`config.mk`:
```
export PLATFORM = sky130hd
export DESIGN_NAME = reg_writeback_unit
export DESIGN_NICKNAME = d
export VERILOG_FILES = /design/src/rtl/reg_writeback_unit.sv
export SDC_FILE = /design/constraint.sdc
export NUM_CORES = 1
export LEC_CHECK = 0
export ABC_CLOCK_PERIOD_IN_PS = 3900
export CAP_MARGIN = 10
export CORE_AREA = 2 2 97 145
export CTS_CLUSTER_SIZE = 20
export DETAILED_ROUTE_END_ITERATION = 10
export DIE_AREA = 0 0 99 147
export PLACE_DENSITY = 0.78
export SLEW_MARGIN = 20
export SYNTH_ARGS = -nofsm -noshare
export SYNTH_HDL_FRONTEND = slang
export SYNTH_SLANG_ARGS = --single-unit
```
`constraint.sdc`:
```
create_clock -name clk -period 3.9 [get_ports clk]
set_clock_uncertainty 0.2 [all_clocks]
set_input_delay 0.975 -clock clk [delete_from_list [all_inputs] [get_ports clk]]
set_output_delay 0.975 -clock clk [all_outputs]
set_load 0.05 [all_outputs]
```
`src/rtl/reg_writeback_unit.sv`:
```
// Register-file write-port owner: merges never-stalled ALU results with buffered load
// responses, squashes stale loads on write-after-write, and reports pending-load hazards.
module reg_writeback_unit #(
    parameter int DATA_W       = 24,
    parameter int ADDR_W       = 4,
    parameter int FIFO_DEPTH   = 4,
    parameter int STARVE_LIMIT = 8
) (
    input  logic                 clk,
    input  logic                 rst,
    input  logic                 alu_valid,
    input  logic [ADDR_W-1:0]    alu_dest,
    input  logic [DATA_W-1:0]    alu_data,
    input  logic                 mem_valid,
    output logic                 mem_ready,
    input  logic [ADDR_W-1:0]    mem_dest,
    input  logic [DATA_W-1:0]    mem_data,
    output logic                 reg_write_en,
    output logic [ADDR_W-1:0]    reg_write_dest,
    output logic [DATA_W-1:0]    reg_write_data,
    output logic [2**ADDR_W-1:0] busy_mask,
    output logic                 stall_req
);

    localparam int PTR_W = $clog2(FIFO_DEPTH);
    localparam int CNT_W = PTR_W + 1;
    localparam int NREG  = 2**ADDR_W;
    localparam int STV_W = $clog2(STARVE_LIMIT + 1);

    logic [DATA_W-1:0]     fifo_data_q [FIFO_DEPTH];
    logic [DATA_W-1:0]     fifo_data_d [FIFO_DEPTH];
    logic [ADDR_W-1:0]     fifo_dest_q [FIFO_DEPTH];
    logic [ADDR_W-1:0]     fifo_dest_d [FIFO_DEPTH];
    logic [FIFO_DEPTH-1:0] fifo_vld_q, fifo_vld_d;
    logic [FIFO_DEPTH-1:0] fifo_kill_q, fifo_kill_d;
    logic [PTR_W-1:0]      wr_ptr_q, wr_ptr_d;
    logic [PTR_W-1:0]      rd_ptr_q, rd_ptr_d;
    logic [CNT_W-1:0]      count_q, count_d;
    logic [STV_W-1:0]      starve_q, starve_d;
    logic                  wr_en_q, wr_en_d;
    logic [ADDR_W-1:0]     wr_dest_q, wr_dest_d;
    logic [DATA_W-1:0]     wr_data_q, wr_data_d;

    logic alu_wr;
    logic fifo_empty;
    logic push;
    logic pop;

    function automatic logic [STV_W-1:0] sat_inc(input logic [STV_W-1:0] v);
        if (v >= STV_W'(STARVE_LIMIT)) begin
            return STV_W'(STARVE_LIMIT);
        end
        return v + STV_W'(1);
    endfunction

    assign mem_ready      = !rst && (count_q < CNT_W'(FIFO_DEPTH));
    assign reg_write_en   = wr_en_q;
    assign reg_write_dest = wr_dest_q;
    assign reg_write_data = wr_data_q;
    assign stall_req      = (starve_q == STV_W'(STARVE_LIMIT)) && !fifo_empty;

    always_comb begin
        alu_wr     = alu_valid && (alu_dest != '0);
        fifo_empty = (count_q == '0);
        pop        = !alu_wr && !fifo_empty;
        // Loads to $zero complete the handshake but never occupy a slot.
        push       = mem_valid && mem_ready && (mem_dest != '0);
    end

    always_comb begin
        fifo_data_d = fifo_data_q;
        fifo_dest_d = fifo_dest_q;
        fifo_vld_d  = fifo_vld_q;
        fifo_kill_d = fifo_kill_q;
        wr_ptr_d    = wr_ptr_q;
        rd_ptr_d    = rd_ptr_q;
        count_d     = count_q;
        wr_en_d     = 1'b0;
        wr_dest_d   = wr_dest_q;
        wr_data_d   = wr_data_q;

        for (int i = 0; i < FIFO_DEPTH; i++) begin
            if (alu_wr && fifo_vld_q[i] && (fifo_dest_q[i] == alu_dest)) begin
                fifo_kill_d[i] = 1'b1;
            end
        end

        if (alu_wr) begin
            wr_en_d   = 1'b1;
            wr_dest_d = alu_dest;
            wr_data_d = alu_data;
        end else if (pop) begin
            if (!fifo_kill_q[rd_ptr_q]) begin
                wr_en_d   = 1'b1;
                wr_dest_d = fifo_dest_q[rd_ptr_q];
                wr_data_d = fifo_data_q[rd_ptr_q];
            end
        end

        if (pop) begin
            fifo_vld_d[rd_ptr_q]  = 1'b0;
            fifo_kill_d[rd_ptr_q] = 1'b0;
            rd_ptr_d              = rd_ptr_q + PTR_W'(1);
        end

        // A same-cycle ALU write to the same register is younger than the arriving load.
        if (push) begin
            fifo_data_d[wr_ptr_q] = mem_data;
            fifo_dest_d[wr_ptr_q] = mem_dest;
            fifo_vld_d[wr_ptr_q]  = 1'b1;
            fifo_kill_d[wr_ptr_q] = alu_wr && (mem_dest == alu_dest);
            wr_ptr_d              = wr_ptr_q + PTR_W'(1);
        end

        case ({push, pop})
            2'b10:   count_d = count_q + CNT_W'(1);
            2'b01:   count_d = count_q - CNT_W'(1);
            default: count_d = count_q;
        endcase

        if (fifo_empty || pop) begin
            starve_d = '0;
        end else begin
            starve_d = sat_inc(starve_q);
        end
    end

    always_comb begin
        busy_mask = '0;
        for (int i = 0; i < FIFO_DEPTH; i++) begin
            if (fifo_vld_q[i] && !fifo_kill_q[i]) begin
                busy_mask[fifo_dest_q[i]] = 1'b1;
            end
        end
    end

    // Control and write-port state
    always_ff @(posedge clk) begin
        if (rst) begin
            fifo_vld_q  <= '0;
            fifo_kill_q <= '0;
            wr_ptr_q    <= '0;
            rd_ptr_q    <= '0;
            count_q     <= '0;
            starve_q    <= '0;
            wr_en_q     <= 1'b0;
            wr_dest_q   <= '0;
            wr_data_q   <= '0;
        end else begin
            fifo_vld_q  <= fifo_vld_d;
            fifo_kill_q <= fifo_kill_d;
            wr_ptr_q    <= wr_ptr_d;
            rd_ptr_q    <= rd_ptr_d;
            count_q     <= count_d;
            starve_q    <= starve_d;
            wr_en_q     <= wr_en_d;
            wr_dest_q   <= wr_dest_d;
            wr_data_q   <= wr_data_d;
        end
    end

    // Payload storage: only meaningful where the matching valid bit is set
    always_ff @(posedge clk) begin
        fifo_data_q <= fifo_data_d;
        fifo_dest_q <= fifo_dest_d;
    end

    logic unused_nreg;
    assign unused_nreg = (NREG == 0);

endmodule
```
==> key figures, run 1 <==
STA
  – Hold Vio Cnt, Final: 0
  – Finish-stage setup viols: 0
  – Actual slew at the worst max-slew pin: 779 ps
  – Slew Limit Headroom: 48.0%
  – Achievable clock frequency: 271 MHz
  – Slew Viols, Final: 0
  – Unrepaired setup endpoints after global routing: no
  – Setup_tns: 0 ps
  – Period utilization: 94.5%
  – Crit path time final: 3690 ps

Clocking
  – Worst-path clk slew: 70 ps
  – CTS resizes: 0
  – Root Driver: clkbuf_16
  – Inserted Clock Buffers: 17
  – Worst skew pair latency: 420 ps
  – Hold Buf Count CTS: 0
  – Htree depth: 4
  – Max Root-Sink Buffers: 2
  – Num Clock Sinks: 160
  – CTS tree: yes
  – Postcts setup bufs: 0

Yosys
  – Syn_area_per_cell: 13.1 um2
  – Mux cell area share after synthesis: 9.84%
  – Count of flip-flops with a built-in enable after synthesis: 112
  – Syn nets: 610
  – Seq cells post-synth: 160
  – Post-synth top area cell: edfxtp_1
  – Sequential area share after synthesis: 61.4%
  – Most common library cells after synthesis: edfxtp_1, nor2_1, dfxtp_1
  – Yosys warning count: 0
  – Top FF cell, synth: edfxtp_1
  – Synth area leaders: edfxtp_1, dfxtp_1, mux4_2
  – Adder-cell share of the synthesized area: 2.24%
  – Top cell type's share of synthesized area: 47.8%
  – Synth Area in Simple Gates: 13.3%
  – Ys async rst share: 0%
  – Count leader, synth: edfxtp_1
  – Largest family of logic cells by synthesized area: simple AND/OR/NAND/NOR gates
  – XOR/XNOR Fraction of Synth Area: 2.74%
  – Synth Area in Compound Gates: 6.82%
  – Mapped Cells: 538
  – Cell area after synthesis: 0.00704 mm2
  – Yosys cell types: 46

Global routing
  – Number of global-route vias before repair: 5439
  – Pin count of the biggest net entering global routing: 48
  – GR Overflow Total: 0
  – Total GRT Usage: 25.4%
  – Initial antenna violation count: 0
  – First-pass GRT wire length: 28.3 mm

Floorplan
  – Die W: 99 um
  – Die Y-Extent: 147 um
  – Placeable Area: 0.0133 mm2
  – Ports: 107
  – Total die area: 0.0146 mm2
  – Initial Util: 52.8%
  – Core Rows: 52

Place
  – GP Congestion: 0.892
  – Inst Count DP: 805
  – Final HPWL DP: 12.1 mm
  – I/O Buffers: 106

Routing
  – First-pass DRT Iterations: 6
  – DRC viols: 0
  – Vias per cell: 6.06
  – Total detailed-routing wirelength: 17.6 mm
  – Final antenna-violating net count: 0
  – Iteration-0 DRC Markers: 266
  – Routed wire length per instance: 21.1 um
  – Routed vias: 5072

Run
  – Max-capacitance violation count: 0

Setup path
  – WP data required: 2720 ps
  – Critical-path maximum fanout: 10
  – Critical path arrival: 2510 ps
  – Critical Path Slowest Stage Cell: clkdlybuf4s50_1
  – Cell Chain, Critical Path: nor3b_1 -> a22oi_1 -> nand2_1 -> clkdlybuf4s50_1
  – Critical Path End Type: primary output
  – Worst R2R Setup Slack: 1170 ps
  – Crit Path Category: reg2out
  – Kind of start point of the critical path: flop
  – Critical path's largest stage delay: 800 ps

Min path
  – Hold Path Class: reg2reg

Run status
  – Status: completed

Layout
  – NumNets Final: 734
  – Util after Layout: 67.2%
  – Number of diodes: 0
  – Layout Cells excl Fill: 837
  – Share of cells above drive strength 1: 15.7%
  – Layout area overhead: 27.3%

Power
  – Total power divided by cell area: 594 mW/mm2
  – Leak Pwr: 3.21 nW
  – Peak supply drop: 429 uV
## critical path: cells and delay by family (launching register included)
family	cells	cell delay (ps)
buffers and inverters	1	800
AO/OA/AOI/OAI	1	160
flip-flops	1	570
AND/OR/NAND/NOR	2	560
## layout make-up
| cell class | count | area, um2 |
|---|---|---|
| Clock inverter | 11 | 87.6 |
| Inverter | 21 | 78.8 |
| Fill cell | 935 | 4370 |
| Clock buffer | 21 | 490 |
| Tap cell | 162 | 203 |
| Sequential cell | 160 | 4330 |
| Timing Repair Buffer | 139 | 1300 |
| Multi-Input combinational cell | 323 | 2480 |
## worst paths after layout
kind / to / cells after the start / startpoint
hold reg to reg: starve_q[0]$_SDFF_PP0_ / 1 / starve_q[0]$_SDFF_PP0_
setup reg to reg: reg_write_data[13]$_SDFFE_PP0P_ / 5 / rd_ptr_q[0]$_SDFFE_PP0N_
setup / recovery: busy_mask[5] / 4 / fifo_dest_q[2]$_DFFE_PP_
hold / removal: starve_q[0]$_SDFF_PP0_ / 1 / starve_q[0]$_SDFF_PP0_
## logic make-up (layout without fill, tap and decap cells)
| group | count (synthesis) | count (layout) |
|---|---|---|
| buffers and inverters | 55 | 192 |
| XOR/XNOR | 22 | 22 |
| AO/OA/AOI/OAI | 62 | 62 |
| flip-flops | 160 | 160 |
| AND/OR/NAND/NOR | 194 | 194 |
| multiplexers | 33 | 33 |
| adder cells (fa/ha/maj) | 12 | 12 |
## through the flow
stage / instance area (um2) / hold WS, ps / setup WS [ps] / power, mW
5_1_grt: 8970 / 316 / 53.4 / 5.55
3_5_place_dp: 8390 / 270 / 79.2 / 3.74
4_1_cts: 8970 / 285 / 251 / 5.35
2_1_floorplan: 7040 / 230 / 523 / 3.24
6_report: 8970 / 279 / 214 / 5.33
3_3_place_gp: 8390 / 239 / 170 / 3.68
## placed cells by master, fill, tap and decap left out, types with 2 or more instances in the layout
cell type,count
nand4_1,2
xor2_1,12
nand2_1,26
buf_4,38
inv_1,21
ha_1,11
nor4_1,28
a22oi_1,18
a221o_1,5
o22ai_1,4
edfxtp_1,112
nand3_1,8
clkdlybuf4s50_1,99
inv_6,5
a22o_1,4
dfxtp_2,2
nor4b_1,4
inv_4,3
nor3_1,4
or3_1,4
and4b_1,3
mux2i_1,4
or4_1,2
a21oi_1,8
mux4_2,29
xnor2_1,10
clkbuf_16,19
clkbuf_4,2
nor4bb_1,5
a32oi_1,10
nor2_1,95
nor2b_1,9
dfxtp_1,46
a31oi_1,4
## power by group
group | internal, mW | switching [mW]
Combinational | 0.644 | 0.927
Clock | 0.920 | 0.685
Sequential | 1.99 | 0.156
## metal layers
metal	vias up	GRT usage [%]	part of all wire (%)
li1	2294	-	-
met1	2557	28.5	38
met2	179	46.0	55
met3	42	5.14	4.4
met4	0	11.1	3.3
met5	-	0	0
## sequential cells by signal (all words and copies together), names as in the netlist
| name | flops |
|---|---|
| count_q | 3 |
| fifo_data_q | 96 |
| fifo_dest_q | 16 |
| fifo_kill_q | 4 |
| fifo_vld_q | 4 |
| rd_ptr_q | 2 |
| reg_write_data | 24 |
| reg_write_dest | 4 |
| reg_write_en | 1 |
| starve_q | 4 |
| wr_ptr_q | 2 |
Power figures use the tool's default switching activity.
==> inputs of run 2 (changes only) <==
Settings changed: ABC_CLOCK_PERIOD_IN_PS 3900 to 3350, CORE_AREA 2 2 97 145 to 2 2 101 152, DIE_AREA 0 0 99 147 to 0 0 103 154, PLACE_DENSITY 0.78 to 0.76.
Clock period 3.9 ns to 3.35 ns, I/O delays scaled along.
==> run 2 against run 1 <==
Against the previous run: sequential power up 14%; final area up 1.1%; global-route usage down 2.2 points; total power up 16%; critical path depth up 6; register-to-register slack worse by 130 ps; via count down 2.4%.
==> key figures, run 2 (synthesized netlist as in run 1, its figures left out) <==
Routing
  – First-pass DRT Iterations: 5 (-1)
  – Final antenna-violating net count: 0 (unchanged)
  – WL met3: 762 um (-1.3%)
  – Routed vias: 4952 (-2.4%)
  – Routed wire length per instance: 19.8 um (-6.0%)
  – Iteration-0 DRC Markers: 391 (+47%)
  – DRC viols: 0 (unchanged)
  – Top Layer Used: met4
  – Wire length on met2: 9.53 mm (-0.97%)
  – Total detailed-routing wirelength: 17.3 mm (-1.7%)
  – Routed metal-1 wire length: 6.52 mm (-2.1%)
  – Vias per cell: 5.65 (-6.7%)

Clocking
  – Num Clock Sinks: 160 (unchanged)
  – Inserted Clock Buffers: 17 (unchanged)
  – Max Root-Sink Buffers: 2 (unchanged)
  – Worst skew pair latency: 420 ps (about the same)
  – Hold Buf Count CTS: 0 (unchanged)
  – Worst-path clk slew: 70 ps (about the same)
  – CTS tree: yes
  – Htree depth: 4 (unchanged)
  – Root Driver: clkbuf_16

STA
  – Finish-stage setup viols: 0 (unchanged)
  – Hold_ws: 263 ps (-15.6 ps)
  – Setup_tns: 0 ps (unchanged)
  – Crit path time final: 3240 ps
  – Period utilization: 96.8%
  – Slew Viols, Final: 0 (unchanged)
  – Achievable clock frequency: 308 MHz
  – Slew Limit Headroom: 57.5% (+9.5 points)
  – Unrepaired setup endpoints after global routing: no
  – Actual slew at the worst max-slew pin: 629 ps (-151 ps)
  – Hold Vio Cnt, Final: 0 (unchanged)

Global routing
  – GR Overflow Total: 0 (unchanged)
  – Total GRT Usage: 23.2% (-2.2 points)
  – First-pass GRT wire length: 27.7 mm (-2.1%)
  – Number of global-route vias before repair: 5254 (-3.4%)
  – Pin count of the biggest net entering global routing: 48 (unchanged)
  – Initial antenna violation count: 0 (unchanged)

Place
  – GP Congestion: 0.851 (-4.6%)
  – Placed instance area: 0.00847 mm2 (+0.95%)
  – Final HPWL DP: 12.3 mm (+1.7%)
  – I/O Buffers: 106 (unchanged)

Layout
  – Post-route cell area: 0.00906 mm2 (+1.1%)
  – Commonest non-fill, non-tap cell in the layout: edfxtp_1
  – Most flops, register: fifo_data_q
  – Number of diodes: 0 (unchanged)
  – NumNets Final: 739 (+0.68%)
  – Max FFs per register: 96 (unchanged)
  – Layout area overhead: 28.7%
  – Share of cells above drive strength 1: 18.5% (+2.8 points)
  – Most frequent cells in the layout: edfxtp_1, nor2_1, clkdlybuf4s50_1

Power
  – Peak supply drop: 467 uV (+9.0%)
  – Leak Pwr: 3.26 nW (+1.7%)
  – Total power divided by cell area: 684 mW/mm2 (+15%)

Setup path
  – Critical path arrival: 3390 ps (+880 ps)
  – Kind of start point of the critical path: primary input
  – Critical-path maximum fanout: 2 (-8)
  – WP data required: 3490 ps (+770 ps)
  – Critical Path End Type: flop
  – Worst R2R Setup Slack: 1040 ps (-130 ps)
  – Crit Path Category: in2reg

Min path
  – Hold Path Class: reg2reg

Floorplan
  – Die Y-Extent: 154 um (+4.8%)
  – Die W: 103 um (+4.0%)
  – Ports: 107 (unchanged)
  – Total die area: 0.0159 mm2 (+9.0%)
  – Placeable Area: 0.0145 mm2 (+8.4%)
  – Core Rows: 54 (+3.8%)
  – Initial Util: 48.7% (-4.1 points)

Run
  – Max-capacitance violation count: 0 (unchanged)

Run status
  – Status: completed
## run 2: cell types whose count changed in the layout (fill, tap and decap cells not counted), sizes merged
cell           previous run  this run
clkdlybuf4s50            99        88
dlygate4sd2               0         1
buf                      40        55
## run 2: final timing paths
path                                          to                startpoint  cells past startpoint
hold reg to reg           starve_q[0]$_SDFF_PP0_    starve_q[0]$_SDFF_PP0_                      1
setup / recovery         count_q[2]$_SDFFE_PP0P_               mem_dest[0]                     10
hold / removal            starve_q[0]$_SDFF_PP0_    starve_q[0]$_SDFF_PP0_                      1
setup reg to reg  reg_write_data[6]$_SDFFE_PP0P_  rd_ptr_q[1]$_SDFFE_PP0N_                      5
## run 2: layer usage
layer	up-vias	track usage, %
li1	2300	-
met1	2448	26.3
met2	166	41.4
met3	38	4.68
met4	0	9.71
met5	-	0
## run 2: final cells by class
type,count,area [um2]
clock inverters,11,90.1
clock buffers,21,485
flip-flops and latches,160,4330
repair buffers,144,1340
inverters,21,78.8
fillers,1140,5390
multi-input cells,323,2500
well taps,196,245
## run 2: critical path: stages
cell and delay, ps:
clkdlybuf4s50_1 440, or4_4 590, and3_4 200, inv_1 60, ha_1 160, inv_1 60
fa_1 380, xor2_1 170, or3_4 340, a21oi_2 150
## run 2: what timing repair did
action | 4_1_cts | 5_1_grt
endpoints found under the setup margin | 2 | 1
setup buffers | 0 | 0
gates resized for setup | 2 | 4
## run 2: per-stage QoR
stage                     std cells  utilization, %  total power, mW  setup WS (ps)
after floorplan                 538               -             3.77            111
after global placement          844            58.6             4.32           -214
after detailed placement        844            58.6             4.38           -396
after CTS                       876            62.6             6.23           16.3
after global routing            876            62.7             6.48           17.4
final                           876            62.7             6.20            107
## run 2: where the power goes
group	switching, mW	internal, mW	total [mW]
Sequential	0.133	2.32	2.45
Clock	0.790	1.06	1.85
Combinational	1.12	0.778	1.90
Total	2.04	4.16	6.20
